==> config.mk <==
export PLATFORM = sky130hd
export DESIGN_NAME = cic_dec_ctrl
export DESIGN_NICKNAME = d
export VERILOG_FILES = /design/src/rtl/cic_dec_ctrl_pkg.sv /design/src/rtl/cic_dec_phase_cnt.sv /design/src/rtl/cic_dec_ctrl.sv
export SDC_FILE = /design/constraint.sdc
export NUM_CORES = 1
export LEC_CHECK = 0
export ABC_CLOCK_PERIOD_IN_PS = 4100
export CORE_MARGIN = 2
export CORE_UTILIZATION = 45
export DETAILED_ROUTE_END_ITERATION = 10
export HOLD_SLACK_MARGIN = 0.1
export PLACE_DENSITY = 0.69
export SKIP_LAST_GASP = 1
export SLEW_MARGIN = 20
export SYNTH_ARGS = -nofsm -noshare
export SYNTH_HDL_FRONTEND = slang
export SYNTH_HIERARCHICAL = 1
export SYNTH_SLANG_ARGS = --single-unit
==> constraint.sdc <==
create_clock -name clk_i -period 4.1 [get_ports clk_i]
set_input_delay 0.82 -clock clk_i [delete_from_list [all_inputs] [get_ports clk_i]]
set_output_delay 0.82 -clock clk_i [all_outputs]
set_load 0.005 [all_outputs]
==> src/rtl/cic_dec_ctrl_pkg.sv <==
// cic_dec_ctrl_pkg: shared state encoding and sample rescaling helper for the CIC decimator controller
package cic_dec_ctrl_pkg;
  typedef enum logic [1:0] {
    IDLE   = 2'd0,
    FLUSH  = 2'd1,
    SETTLE = 2'd2,
    RUN    = 2'd3
  } state_e;
  localparam int unsigned MIN_RATIO = 2;
  // Logical right shift, then clamp to all ones if anything survives above out_w bits
  function automatic logic [63:0] sat_shift(input logic [63:0] data, input int unsigned shift,
                                            input int unsigned out_w);
    logic [63:0] s;
    logic [63:0] mask;
    s = data >> shift;
    mask = (64'd1 << out_w) - 64'd1;
    return (s & ~mask) != '0 ? mask : s;
  endfunction
endpackage

==> src/rtl/cic_dec_phase_cnt.sv <==
// cic_dec_phase_cnt: wrap counter 0..ratio-1 with synchronous clear and terminal-count strobe
module cic_dec_phase_cnt #(
  parameter int unsigned W = 10
) (
  input  logic         clk_i,
  input  logic         rstn_i,
  input  logic         clr,
  input  logic [W-1:0] ratio,
  output logic         tc
);
  logic [W-1:0] cnt;
  assign tc = cnt >= ratio - W'(1);
  always_ff @(posedge clk_i or negedge rstn_i)
    if (!rstn_i) cnt <= '0;
    else cnt <= (clr || tc) ? '0 : cnt + W'(1);
endmodule

==> src/rtl/cic_dec_ctrl.sv <==
// cic_dec_ctrl: CIC decimator sequencing (flush, settle, strobe) and scaled sample stream with sticky overflow
module cic_dec_ctrl
  import cic_dec_ctrl_pkg::*;
#(
  parameter int unsigned DATA_W       = 21,
  parameter int unsigned OUT_W        = 16,
  parameter int unsigned RATIO_W      = 10,
  parameter int unsigned SHIFT_W      = 5,
  parameter int unsigned DEF_RATIO    = 10,
  parameter int unsigned SETTLE_N     = 2,
  parameter int unsigned FLUSH_CYCLES = 4
) (
  input  logic               clk_i,
  input  logic               rstn_i,
  input  logic               enable_i,
  input  logic               cfg_load_i,
  input  logic [RATIO_W-1:0] ratio_i,
  input  logic [SHIFT_W-1:0] shift_i,
  input  logic [DATA_W-1:0]  cic_data_i,
  output logic               dec_stb_o,
  output logic               cic_clr_o,
  output logic [OUT_W-1:0]   out_data_o,
  output logic               out_valid_o,
  input  logic               out_ready_i,
  output logic               ovf_o,
  output logic [1:0]         state_o
);
  localparam int unsigned FW = $clog2(FLUSH_CYCLES + 1);
  localparam int unsigned SW = $clog2(SETTLE_N + 1);
  state_e             state, state_d;
  logic [RATIO_W-1:0] ratio_q;
  logic [SHIFT_W-1:0] shift_q;
  logic [FW-1:0]      flush_cnt;
  logic [SW-1:0]      settle_cnt;
  logic               cap_q, active, tc, flush_done, settle_done, go, new_smp;
  assign active      = state == SETTLE || state == RUN;
  assign go          = enable_i && !cfg_load_i;
  assign flush_done  = flush_cnt == FW'(FLUSH_CYCLES - 1);
  assign settle_done = cap_q && settle_cnt == SW'(SETTLE_N - 1);
  assign new_smp     = go && cap_q && state == RUN;
  assign dec_stb_o   = active && tc;
  assign cic_clr_o   = state == FLUSH;
  assign state_o     = state;
  cic_dec_phase_cnt #(.W(RATIO_W)) u_phase (
    .clk_i (clk_i),
    .rstn_i(rstn_i),
    .clr   (!active || !go),
    .ratio (ratio_q),
    .tc    (tc)
  );
  always_comb begin
    state_d = !enable_i                        ? IDLE   :
              cfg_load_i                       ? FLUSH  :
              state == IDLE                    ? FLUSH  :
              (state == FLUSH && flush_done)   ? SETTLE :
              (state == SETTLE && settle_done) ? RUN    : state;
  end
  always_ff @(posedge clk_i or negedge rstn_i)
    if (!rstn_i) state <= IDLE;
    else state <= state_d;
  always_ff @(posedge clk_i or negedge rstn_i)
    if (!rstn_i) begin
      ratio_q <= RATIO_W'(DEF_RATIO);
      shift_q <= '0;
    end else if (cfg_load_i) begin
      ratio_q <= ratio_i < RATIO_W'(MIN_RATIO) ? RATIO_W'(MIN_RATIO) : ratio_i;
      shift_q <= shift_i;
    end
  // cap_q marks the cycle after a strobe, when cic_data_i carries the new result
  always_ff @(posedge clk_i or negedge rstn_i)
    if (!rstn_i) begin
      flush_cnt  <= '0;
      settle_cnt <= '0;
      cap_q      <= 1'b0;
    end else begin
      flush_cnt  <= (state == FLUSH && go && !flush_done) ? flush_cnt + FW'(1) : '0;
      settle_cnt <= (state == SETTLE && go) ? settle_cnt + SW'(cap_q) : '0;
      cap_q      <= dec_stb_o && go;
    end
  always_ff @(posedge clk_i or negedge rstn_i)
    if (!rstn_i) begin
      out_data_o  <= '0;
      out_valid_o <= 1'b0;
      ovf_o       <= 1'b0;
    end else if (!go) begin
      out_valid_o <= 1'b0;
      if (cfg_load_i) ovf_o <= 1'b0;
    end else if (new_smp && (!out_valid_o || out_ready_i)) begin
      out_data_o  <= OUT_W'(sat_shift(64'(cic_data_i), 32'(shift_q), OUT_W));
      out_valid_o <= 1'b1;
    end else if (new_smp) ovf_o <= 1'b1;
    else if (out_ready_i) out_valid_o <= 1'b0;
endmodule

After elaboration in Yosys (flattened, before gate mapping)
Cells that the tools add are included.

word-level totals
  logic and storage cells = 72
  bits in writable memories = 0
  register bits after elaboration = 51
  latch bits = 0
  bits in read-only memories = 0
  memories kept = 0
  output and inout port bits = 22

cells by class
  reductions and logical operators = 27
  $add $sub $neg = 4
  bitwise logic cells = 0
  multiply operators = 0
  divide/modulo/power cells = 0
  shifts and indexed selects = 1
  muxes and demuxes = 18
  $lt $le $gt $ge = 2
  equality and inequality tests = 10

operators by type and width
  operator               count
  $reduce_bool 64->1     1
  $shr 21x5->64          1
  $mux 10                2
  $mux 16                1
  $logic_and 1x1->1      12
  $mux 2                 6
  $add 10x1->10 const B  1
  $ge 10x10->1           1
  $lt 10x2->1 const B    1
  $sub 10x1->10 const B  1
  $mux 1                 8
  $ne 3x2->1 const B     2
  $logic_not 1->1        5
  $ne 5x1->1 const B     1
  $eq 2x1->1 const B     2
  $eq 2x2->1 const B     2
  $logic_or 1x1->1       4
  $reduce_and 2->1       2
  $add 3x1->3 const B    1
  $eq 3x2->1 const B     1
  $mux 3                 1
  $reduce_and 3->1       1
  $add 2x1->2            1
  $logic_not 2->1        1
  3 further kinds        3

Logic depth before layout (Yosys ltp)
  depth in word-level cells = 8
  gate-level depth with buffers = 10
  depth with buffers taken out = 9

Modules after synthesis
The synthesis kept the hierarchy.

by module, submodules not included
  module             cells each  times used  area an instance (um^2)
  cic_dec_ctrl       260         1           2886.5
  cic_dec_phase_cnt  91          1           822.0

Least setup slack after synthesis
No wires, ideal clock.

  path kind = flip-flop to output port
  start point = register ratio_q[5]
  end point = output port dec_stb_o
  arrival = 2.456 ns
  path slack = 0.824 ns
  stages on the path, launching flop included = 11
  cells stage by stage = dfrtp_1 -> nor4_1 -> nand2_1 -> nor3_1 -> xnor2_1 -> ha_1 -> nand4_1 -> or3_1 -> o221ai_2 -> buf_6 -> and2_1

between the ends
  word-level cells in the longest chain between the ends = 3

RTL lines
  what                      RTL line                 text
  start: declaration        cic_dec_ctrl.sv:31       logic [RATIO_W-1:0] ratio_q;
  start signal: assignment  cic_dec_ctrl.sv:63       ratio_q <= RATIO_W'(DEF_RATIO);
  start signal: assignment  cic_dec_ctrl.sv:66       ratio_q <= ratio_i < RATIO_W'(MIN_RATIO) ? RATIO_W'(MIN_RATIO) : ratio_i;
  $sub 10x1->10             cic_dec_phase_cnt.sv:12  assign tc = cnt >= ratio - W'(1);
  $ge 10x10->1              cic_dec_phase_cnt.sv:12
  named net tc              cic_dec_ctrl.sv:35       logic cap_q, active, tc, flush_done, settle_done, go, new_smp;
  $logic_and 1x1->1         cic_dec_ctrl.sv:41       assign dec_stb_o = active && tc;
  end: declaration          cic_dec_ctrl.sv:20       output logic dec_stb_o,

The timed path passes the listed nets, and every way through them passes these cells.

Worst setup path after layout
  start point = register ratio_q[2]
  end point = output port dec_stb_o

The elaborated chain is that of the path after synthesis.

==> results.json <==
{
  "max_freq_ghz": 0.2442,
  "start_kind": "flip-flop",
  "synth-edff-count": 0,
  "boundaryPins": 63,
  "h-tree-depth": 2,
  "syn-instance-count": 351,
  "finalWorstSetupSlack_ps": 4.770,
  "clock_path_buffers": 2,
  "cp_data_required_time_ps": 3280,
  "seq_area_frac_synth": 0.3448,
  "avgViaCountPerCell": 5.945,
  "critPathCapture": "dec_stb_o",
  "synthesis.area_um2": 3709,
  "pre_cts_ws_ps": 202.5,
  "clock_latency_ps": 310,
  "clk_pin_slew_ps": 90,
  "grt_pass1_vias": 2940,
  "synth.most_common_cell": "dfrtp_1",
  "synth_cell_types": 62,
  "skew_ps": 8.377,
  "rows": 33,
  "hold_viol": 0,
  "grt_usage": 0.2124,
  "r2r_cells": 11,
  "post-route-util": 0.5605,
  "ir_drop_mv": 0.1503,
  "via_count": 3050,
  "min_period_ps": 4095,
  "drc": 0,
  "io_buffers": 62,
  "instances_no_fill": 513,
  "cts_tree": "yes",
  "endpoint_kind": "primary output",
  "nets": 463,
  "gp_congestion": 0.8758,
  "power.density_nw_per_um2": 269.4,
  "diodes": 0,
  "grt_max_degree": 32,
  "firstDrtPassIters": 5,
  "cpPeakStageDelay_ps": 490,
  "core_um2": 8093,
  "worst-r2r-setup-slack_ps": 1350,
  "arrival_ps": 3280,
  "dieWidth_um": 94.78,
  "gr-total-overflow": 0,
  "rr_endpoint": "cap_q$_DFF_PN0_",
  "slew-limit-headroom": 0.3596,
  "synthFlopType": "dfrtp_1",
  "syn_nets": 407,
  "yosysTopAreaCellShare": 0.3306,
  "finalWirelength_mm": 9.328,
  "synth.avg_cell_area_um2": 10.57,
  "area_delta_synth_final_pct": 22.30,
  "status": "complete, no violations",
  "drv_cap": 0,
  "cp_cell_sequence": "buf_4 > buf_4 > nor2_1 > nor4b_1 > xnor2_1 > ha_1 > nand2_1 > or3_4 > o221ai_4 > and2_1 > clkdlybuf4s50_1",
  "hold_class": "flip-flop to flip-flop",
  "cp_common_cell": "buf_4",
  "yosys_warnings": 6,
  "drt_iter0_drc": 141,
  "initial_utilization": 0.4583,
  "total_power_w": 0.001222,
  "finalMaxSlewViolations": 0,
  "power.leakage_nw": 1.810,
  "hpwl_mm": 6.936,
  "antenna_found_initial": 0,
  "stdcell_area_um2": 4536,
  "die_area_um2": 8983,
  "cts_buffers": 5,
  "cts_sinks": 51,
  "setup_viol": 0,
  "critPathKind": "flip-flop to primary output",
  "synth_top_cell_by_area": "dfrtp_1",
  "synthTopCellsByCount": "dfrtp_1, nor2_1, nor3_1",
  "dp_cells": 500,
  "finalCritPeriodShare": 0.9988,
  "wire_per_inst_um": 18.18,
  "path_max_fanout": 3,
  "place_area_um2": 4354,
  "fillers": 729,
  "drive_gt1_frac": 0.1618,
  "synth-async-reset-ratio": 1.000,
  "max_slew.worst_pin.slew_ps": 960.5,
  "die_height_um": 94.78,
  "ys_seq_elements": 51,
  "worstSetupStartpoint": "ratio_q[2]$_DFFE_PN0P_",
  "grt_pass1_wl_mm": 14.90,
  "synth_area_leaders": "dfrtp_1, mux4_2, mux2_2",
  "ant_nets": 0,
  "slowest_stage": "clkdlybuf4s50_1",
  "worstReg2RegStart": "ratio_q[2]$_DFFE_PN0P_",
  "cts_root_buffer": "clkbuf_8"
}
## flip-flops by register name, summed over array words and instances, names as in the netlist
signal and count:
settle_cnt 2, out_data_o 16, ovf_o 1, shift_q 5
u_phase/cnt 10, out_valid_o 1, cap_q 1, flush_cnt 3
ratio_q 10, state_o 2
## report_power, final
group          switching [W]  leakage (nW)  internal (W)
Combinational       0.000155          1.09      0.000181
Clock               0.000167        0.0505      0.000154
Sequential         0.0000449         0.669      0.000521
## worst min-delay path by stage
| stage | startpoint | slack [ps] | end | cells past startpoint |
|---|---|---|---|---|
| final | flush_cnt[0]$_DFF_PN0_ | 440 | flush_cnt[0]$_DFF_PN0_ | 1 |
| after detailed placement | flush_cnt[0]$_DFF_PN0_ | 430 | flush_cnt[0]$_DFF_PN0_ | 1 |
| after global placement | flush_cnt[0]$_DFF_PN0_ | 420 | flush_cnt[0]$_DFF_PN0_ | 1 |
| after global routing | flush_cnt[0]$_DFF_PN0_ | 460 | flush_cnt[0]$_DFF_PN0_ | 1 |
| after floorplan | flush_cnt[0]$_DFF_PN0_ | 410 | flush_cnt[0]$_DFF_PN0_ | 1 |
| after CTS | flush_cnt[0]$_DFF_PN0_ | 440 | flush_cnt[0]$_DFF_PN0_ | 1 |
## routing by layer
metal / global-route usage / share of wire / up-vias
met3: 0.02873 / 0.057 / 12
met2: 0.3392 / 0.48 / 103
met5: 0 / 0 / -
li1: - / - / 1438
met1: 0.3086 / 0.45 / 1497
met4: 0.04710 / 0.014 / 0
## cell usage in the layout, fill, tap and decap left out, drive strengths merged, types with 2 or more instances in the layout
cell / Yosys / layout
inv: 15 / 15
and2: 5 / 5
xor2: 6 / 6
nand3: 8 / 8
nor3: 21 / 21
a41oi: 5 / 5
nor3b: 2 / 2
nor4: 5 / 5
a311oi: 3 / 3
nand2b: 4 / 4
mux2i: 11 / 11
o22ai: 2 / 2
o21a: 6 / 6
ha: 15 / 15
and3: 3 / 3
dfstp: 2 / 2
nor2b: 8 / 8
nor2: 28 / 28
a211oi: 3 / 3
dfrtp: 49 / 49
mux2: 21 / 21
buf: 15 / 12
nand2: 19 / 19
a32oi: 2 / 2
o21ai: 6 / 6
a22oi: 4 / 4
a21oi: 10 / 10
mux4: 21 / 21
nand4: 3 / 3
o221ai: 2 / 2
a31oi: 8 / 8
xnor2: 11 / 11
clkdlybuf4s50: 0 / 61
clkbuf: 9 / 7
## area by class of cell
class | instances | area, um2 | share of cell area
clock buffer | 7 | 96.34 | 0.02124
inverter | 15 | 56.30 | 0.01241
sequential | 51 | 1280 | 0.2822
tap | 105 | 131.4 | 0.02897
clock inverter | 1 | 7.507 | 0.001655
multi-input combinational | 261 | 2266 | 0.4996
timing repair buffer | 73 | 698.2 | 0.1539
## cells by family after synthesis
| group | count (synthesis) | synth area share |
|---|---|---|
| DFF | 51 | 0.3448 |
| xor gates and xnor gates | 17 | 0.04015 |
| buffers and inverters | 39 | 0.05465 |
| AOI/OAI and AO/OA | 64 | 0.1269 |
| and+or+nand+nor | 112 | 0.1528 |
| adders and majority gates | 15 | 0.05061 |
| muxes | 53 | 0.2301 |
## critical path, delay by kind of cell, from the launching register on
kind            cells  cell delay [ps]
compound gates      1              160
simple gates        5             1130
buf+inv             3              760
xor+xnor            1              180
flops               1              440
fa+ha+maj           1              320
## per-stage QoR
stage	hold slack [ps]	TNS, ps
floorplan	407.8	0
global placement	421.2	0
detailed placement	431.0	0
CTS	443.8	0
global route	463.3	-135.5
finish	437.1	0
## what timing repair did
action | CTS | global route
setup endpoints to repair | 1 | 1
buffers inserted | 0 | 5
cloned | 0 | 0
endpoints found under the hold margin | 0 | 0
pin swaps | 0 | 5
gates resized for setup | 2 | 5
hold buffers | 0 | 0
(Power assumes the default switching activity.)
==> variant, RTL diff (config.mk and constraints unchanged) <==
`SETTLE_N`: 2 -> 4.
--- a/src/rtl/cic_dec_ctrl.sv
+++ b/src/rtl/cic_dec_ctrl.sv
@@ -8,5 +8,5 @@
   parameter int unsigned SHIFT_W      = 5,
   parameter int unsigned DEF_RATIO    = 10,
-  parameter int unsigned SETTLE_N     = 2,
+  parameter int unsigned SETTLE_N     = 4,
   parameter int unsigned FLUSH_CYCLES = 4
 ) (
Check against the original RTL: same outputs for any inputs over 10 cycles, from zero or initial values and one cycle with rstn_i low; that may be too few to reach the edited logic, so the function may still have changed.
==> variant against the unedited design <==
Clock power down 1%; highest routed layer unchanged; non-clock buffer count decreased by 2; critical endpoint unchanged; critical path depth shrank 1; worst setup slack better by 0.13 ns; routed wire length shrank 3.1%; area after synthesis up 0.94%; sequential cell count grew 1; die area rose by 0.91%; first-iteration DRC count grew 12%; hold slack better by 0.0047 ns; cell area fell by 0.19%; power decreased by 1.2%.
==> variant: results (changes against the unedited design) <==
* Outcome: complete, no violations
* Synth top cells by count: dfrtp_1, nor2_1, a21oi_1
* Reg-to-reg startpoint: shift_q[2]
* Mapped Cells at 375 (+6.8%)
* Worst slew margin at 0.2392 (-0.1205)
* Drt via density at 5.869 (-1.3%)
* Compound-Gate Fraction of Synth Area at 0.1481 (+0.02121)
* Synth Area in Adders at 0.05348 (+0.002869)
* Register area share after synthesis at 0.3483 (+0.003458)
* Met2 routed WL at 4575 um (+1.6%)
* Clock skew at 0.01144 ns (+0.003062 ns)
* Final HPWL DP at 6781 um (-2.2%)
* Placed insts at 525 (+5.0%)
* Placed inst area at 4393 um2 (+0.89%)
* Crit Path Max Fanout at 5 (+2)
* Share of layout cells above drive strength 1 at 0.1558 (-0.005951)
* Post-CTS Resized at 1 (-1)
* Crit path DAT at 3.14 ns (-0.14 ns)
* XOR/XNOR Fraction of Synth Area at 0.03977 (-0.0003757)
* Initial DRC Count at 158 (+12%)
* Vias in the first global route at 3044 (+3.5%)
* Vias after detailed routing at 3140 (+3.0%)
* Final-layout fill cell count at 739 (+1.4%)
* Met1 Use GR at 0.2590 (-0.04964)
* First-pass GRT wire length at 14670 um (-1.5%)
* GR Util met3 at 0.03241 (+0.003680)
* Post-synthesis mux area share at 0.1928 (-0.03725)
==> variant: final cells by class <==
cell class | instances | area, um2 | area share
Clock buffer | 5 | 68.82 | 0.01520
Sequential cell | 52 | 1305 | 0.2883
Inverter | 18 | 67.56 | 0.01493
Multi-Input combinational cell | 281 | 2242 | 0.4953
Tap cell | 105 | 131.4 | 0.02902
Timing Repair Buffer | 71 | 683.2 | 0.1509
Clock inverter | 3 | 28.78 | 0.006357
==> variant: path summary, 6_finish.rpt <==
path,endpoint,slack [ns],depth (start not counted)
min in group asynchronous,state_o[1],0.53,1
max,dec_stb_o,0.14,10
min reg2reg,flush_cnt[0],0.44,1
max in group asynchronous,out_data_o[0],2.80,2
min,flush_cnt[0],0.44,1
max reg2reg,out_data_o[10],1.37,4
==> variant: power breakdown <==
part           leakage, nW  total [mW]  internal (mW)  switching (mW)
registers            0.689       0.576          0.529          0.0467
logic                 1.12       0.315          0.167           0.148
clock network       0.0511       0.317          0.129           0.188
total                 1.86        1.21          0.825           0.383
